==> config.mk <==
export PLATFORM = sky130hd
export DESIGN_NAME = count_ctrl
export DESIGN_NICKNAME = d
export VERILOG_FILES = /design/src/rtl/count_ctrl_pkg.sv /design/src/rtl/count_ctrl_edge_detect.sv /design/src/rtl/count_ctrl.sv
export SDC_FILE = /design/constraint.sdc
export NUM_CORES = 1
export LEC_CHECK = 0
export ABC_AREA = 0
export CORE_UTILIZATION = 46
export CTS_CLUSTER_DIAMETER = 120
export DETAILED_ROUTE_END_ITERATION = 16
export PLACE_DENSITY = 0.77
export RECOVER_POWER = 50
export SLEW_MARGIN = 30
export SYNTH_ARGS = -nofsm -noshare
export SYNTH_HDL_FRONTEND = slang
export SYNTH_SLANG_ARGS = --single-unit
==> constraint.sdc <==
create_clock -name clock -period 1.9 [get_ports clock]
set_input_delay 0.285 -clock clock [delete_from_list [all_inputs] [get_ports clock]]
set_output_delay 0.285 -clock clock [all_outputs]
set_load 0.1 [all_outputs]
==> src/rtl/count_ctrl_pkg.sv <==
// Shared constants for the stopwatch sequencer: state encoding and default data width.
package count_ctrl_pkg;

  localparam int WIDTH_DEF = 8;

  localparam logic [1:0] IDLE = 2'b00;
  localparam logic [1:0] RUN  = 2'b01;
  localparam logic [1:0] STOP = 2'b10;
  localparam logic [1:0] LAP  = 2'b11;

endpackage

==> src/rtl/count_ctrl_edge_detect.sv <==
// Rising-edge detector for a synchronous button level.
// History resets high so a button held through reset gives no event.
module edge_detect
  import count_ctrl_pkg::*;
(
  input  logic clock,
  input  logic reset,
  input  logic level,
  output logic event_o
);

  logic prev_q;
  logic prev_d;

  always_comb begin
    prev_d  = level;
    event_o = level & ~prev_q;
  end

  always_ff @(posedge clock or posedge reset) begin
    if (reset) prev_q <= 1'b1;
    else       prev_q <= prev_d;
  end

endmodule

==> src/rtl/count_ctrl.sv <==
// Stopwatch sequencer: turns start/stop, lap and clear buttons into counter
// enable/clear, a live-or-frozen display register and a sticky wrap flag.
//
// state | meaning
// IDLE  | counter stopped after reset or clear, display live
// RUN   | counter enabled, display live
// STOP  | counter paused, display live, lap ignored
// LAP   | counter enabled, display frozen at the lap value
module count_ctrl
  import count_ctrl_pkg::*;
#(
  parameter int WIDTH = WIDTH_DEF
) (
  input  logic             clock,
  input  logic             reset,
  input  logic             start_stop,
  input  logic             lap,
  input  logic             clear,
  input  logic [WIDTH-1:0] count,
  output logic             cnt_en,
  output logic             cnt_clr,
  output logic [WIDTH-1:0] display,
  output logic [1:0]       state_o,
  output logic             overflow
);

  logic ss_evt, lap_evt, clr_evt;

  logic [1:0]       state_q, state_d;
  logic             cnt_en_q, cnt_en_d;
  logic             cnt_clr_q, cnt_clr_d;
  logic [WIDTH-1:0] display_q, display_d;
  logic [WIDTH-1:0] count_prev_q, count_prev_d;
  logic             overflow_q, overflow_d;

  edge_detect u_ed_ss  (.clock(clock), .reset(reset), .level(start_stop), .event_o(ss_evt));
  edge_detect u_ed_lap (.clock(clock), .reset(reset), .level(lap),        .event_o(lap_evt));
  edge_detect u_ed_clr (.clock(clock), .reset(reset), .level(clear),      .event_o(clr_evt));

  always_comb begin
    state_d = state_q;
    if (clr_evt) begin
      state_d = IDLE;
    end else if (ss_evt) begin
      case (state_q)
        IDLE:    state_d = RUN;
        RUN:     state_d = STOP;
        LAP:     state_d = STOP;
        STOP:    state_d = RUN;
        default: state_d = IDLE;
      endcase
    end else if (lap_evt) begin
      case (state_q)
        RUN:     state_d = LAP;
        LAP:     state_d = RUN;
        default: state_d = state_q;
      endcase
    end

    cnt_en_d  = (state_d == RUN) || (state_d == LAP);
    cnt_clr_d = clr_evt;

    // Only a stay in LAP freezes; entering LAP captures like a live update.
    if (clr_evt)
      display_d = '0;
    else if ((state_q == LAP) && (state_d == LAP))
      display_d = display_q;
    else
      display_d = count;

    count_prev_d = count;

    // Gating with cnt_en_q keeps a clear-induced drop to zero from flagging.
    overflow_d = overflow_q;
    if (clr_evt)
      overflow_d = 1'b0;
    else if ((count_prev_q == {WIDTH{1'b1}}) && (count == '0) && cnt_en_q)
      overflow_d = 1'b1;
  end

  always_ff @(posedge clock or posedge reset) begin
    if (reset) begin
      state_q      <= IDLE;
      cnt_en_q     <= 1'b0;
      cnt_clr_q    <= 1'b0;
      display_q    <= '0;
      count_prev_q <= '0;
      overflow_q   <= 1'b0;
    end else begin
      state_q      <= state_d;
      cnt_en_q     <= cnt_en_d;
      cnt_clr_q    <= cnt_clr_d;
      display_q    <= display_d;
      count_prev_q <= count_prev_d;
      overflow_q   <= overflow_d;
    end
  end

  assign cnt_en   = cnt_en_q;
  assign cnt_clr  = cnt_clr_q;
  assign display  = display_q;
  assign state_o  = state_q;
  assign overflow = overflow_q;

endmodule

==> results summary <==
The flow ran to the end, and the final reports show no timing, DRC or antenna violations. The number of warnings issued by yosys came out at 0. In this run, the number of DRC markers left after iteration 0 of detailed routing was 13. Along the worst hold path, the cell count comes to 1. The highest achievable clock rate came out at around 0.59 GHz. Once routing completed, OpenROAD measured the worst setup slack at 0.211 ns.

At the later pin of the worst-skew pair, clock insertion delay measures approximately 0.30 ns. The layout-stage area growth over the synthesis result came out at 33.4%. The headroom to the max-slew limit is 20.1%. CTS placed an instance of clkbuf_4 at the clock tree root.

STA classifies the critical path endpoint as a flip-flop. The number of buffers added for setup after CTS is 0. STA classifies the critical path startpoint as a flip-flop. The flop and latch count out of synthesis is 23. The remaining antenna violation count after routing came out at 0. The number of diodes added for antenna fixing came out at 0. The met3 usage in global routing came out at 1.13%. The path depth of the worst reg2reg path is 6. The worst register-to-register path has a setup slack of 0.21 ns. The number of antenna violations at the first check in global routing was 0.

Global routing consumed, on the met2 layer, 29.0% of the routing resources. The worst setup path is of the flip-flop to flip-flop kind. After floorplanning, the core was sized to cover ~2000 µm². The power density relative to cell area came out at between 900 and 1000 nW/µm². The placed wire-length estimate came out at 1420 µm. Among all flip-flop cells after synthesis, the most frequent one is dfrtp_1. The met1 track utilization from global routing came out at approximately 26%. The synthesized netlist contains 26 unique library cells. Once layout is done, the placed cells without fillers occupy roughly 1300 µm². The worst hold margin came out at 0.474 ns. The data arrival at the endpoint of the critical path came out at 1.92 ns.

The number of hold buffers added after cts is 0. The wire length of the first global-routing pass came out at 2840 µm. The number of endpoints with negative hold slack in the final report came out at 0. The async set or reset register ratio after synthesis is between 90% and 100%. Adding up every negative setup slack in the final design gives 0 ns. The count of port buffers added during placement came out at 25. TritonCTS built the clock tree.

The most used routing layer is met2. The worst setup skew after layout is 0.00584 ns. The count of unresolved DRC violations after routing came out at 0. The total number of placement rows came out at 16. The die extent in y is 47.6 µm. The total power after layout came out at ~1300 µW.

In this run the number of H-tree levels came out at 1. The I/O pin count came out at 26. For the worst setup path, the data required time is 2.13 ns. The via density per instance is about 5.3. Routability-driven placement finished with a final weighted congestion of between 0.7 and 0.8. The setup slack at placement is ~0.24 ns. The net count of the mapped netlist came out at 99. The via count of the first global-routing pass was around 640. Of all nets on the critical path, the largest fanout is 8. Max-cap violations in this run came to 0.

Synthesis handed over a netlist of around 80 instances. After clock tree synthesis, the clock-pin slew on the worst setup and hold paths is approximately 0.13 ns. The die width came out at approximately 48 µm.

CTS saw 23 sinks. For the pin with the worst max-slew slack, the measured transition is roughly 1.2 ns. The die covers ~2300 µm². The via count is about 730. The mean cell area of the mapped netlist came out at roughly 12 µm². The cell area after synthesis came out at 958 µm². The number of detailed-routing iterations run before antenna repair is 4. The portion of the post-synthesis area used by sequential elements is a little over 60%. The synthesized design contains 0 enable-type register cells. The fraction of layout cells with a size suffix above 1 came out at around 25%.

The starting density of the core came out at roughly half. The count of pins over their slew limit came out at 0. The final-stage net count came out at around 130. For this run, the total global-route usage over all layers was measured as approximately 18%. The remaining global-route overflow is 0. Clock tree synthesis inserted a total of 3 buffers. Once placement finished, the instance area stood at roughly 1300 µm². Summed over all layers, the routed wires come to roughly 1900 µm.

The clock period minus worst slack is roughly 1.7 ns. The post-cts repair resize count came out at 0. The worst voltage drop across the vdd grid came out at ~0.50 mV. After layout, the worst path uses approximately 90% of the clock period.

Setup repair after global routing left no endpoint under its margin. The average wire length per cell after detail routing came out at between 10 and 15 µm. The clock tree buffer depth came out at 2. The leakage power is ~0.00054 µW.

The total of endpoints with negative setup slack in the final report came out at 0. The tightest min-delay check is of the primary input to flip-flop type. The pin count of the biggest net entering global routing is 24.
[logic make-up after synthesis]
| family | after synthesis | share of synthesized area, % |
|---|---|---|
| AOI/OAI and AO/OA | 24 | 16.3 |
| adders and majority gates | 4 | 5.22 |
| buffers and inverters | 6 | 2.87 |
| DFF | 23 | 60.4 |
| and+or+nand+nor | 25 | 15.1 |
[registers in the layout, indices dropped and copies added, names as in the netlist]
name,cells
count_prev_q,8
u_ed_ss.prev_q,1
state_o,2
cnt_clr,1
u_ed_lap.prev_q,1
u_ed_clr.prev_q,1
display,8
overflow,1
[final cells by class]
type	count	area (µm²)
clock buffers	3	22.5
well taps	27	33.8
repair buffers	27	267
inverters	4	15.0
fillers	162	683
multi-input cells	53	352
flip-flops and latches	23	584
clock inverters	1	5.00
[layer usage]
metal | wire, µm | part of all wire [%] | up-vias
li1 | - | - | 354
met1 | 965 | 51 | 350
met2 | 860 | 46 | 19
met3 | 44 | 2.3 | 2
met4 | 19 | 1.0 | 0
met5 | 0 | 0 | -
[cell usage after synthesis (2+ instances only)]
master	instances	area [µm²]
dfrtp_1	20	500
a21oi_1	10	50.1
o21ai_0	9	45.0
dfstp_2	3	78.8
nor3_1	2	10.0
nand2_1	5	18.8
nor2_1	2	7.51
nand3_1	8	40.0
inv_1	3	11.3
ha_1	4	50.1
[power breakdown]
group          switching, µW  internal [µW]
logic                    346            153
clock network            142           78.3
registers               27.3            532
total                    516            763
[cell usage in the layout (no fill, tap or decap), types with 2 or more instances in the layout]
master / Yosys / final
nor3_1: 2 / 2
clkdlybuf4s50_1: 0 / 2
buf_12: 0 / 3
nand2_1: 5 / 5
inv_1: 3 / 3
nand3_1: 8 / 8
dfrtp_1: 20 / 18
nor2_1: 2 / 2
ha_1: 4 / 4
o21ai_0: 9 / 9
dfstp_2: 3 / 3
clkbuf_4: 0 / 3
a21oi_1: 10 / 10
buf_4: 1 / 11
dlygate4sd3_1: 0 / 10
[worst paths after layout]
| check | start | end |
|---|---|---|
| max in group asynchronous | reset | state_o[0] |
| worst max register to register | state_o[1] | display[7] |
| min in group asynchronous | reset | overflow |
| worst min register to register | overflow | overflow |
| worst max-delay path | state_o[1] | display[7] |
| worst min-delay path | lap | u_ed_lap.prev_q |
[worst max-delay path: stages (launching register included)]
cell     delay, ns
dfrtp_2       0.49
inv_1         0.09
ha_1          0.28
and3b_4       0.21
a31oi_4       0.22
o21ai_0       0.16
a21oi_1       0.16
[stage by stage]
| stage | std cells | util [%] |
|---|---|---|
| floorplan | 82 | - |
| global placement | 134 | 64.0 |
| detailed placement | 134 | 64.0 |
| CTS | 138 | 65.4 |
| global route | 138 | 65.2 |
| finish | 138 | 65.2 |
(Power assumes the default switching activity.)
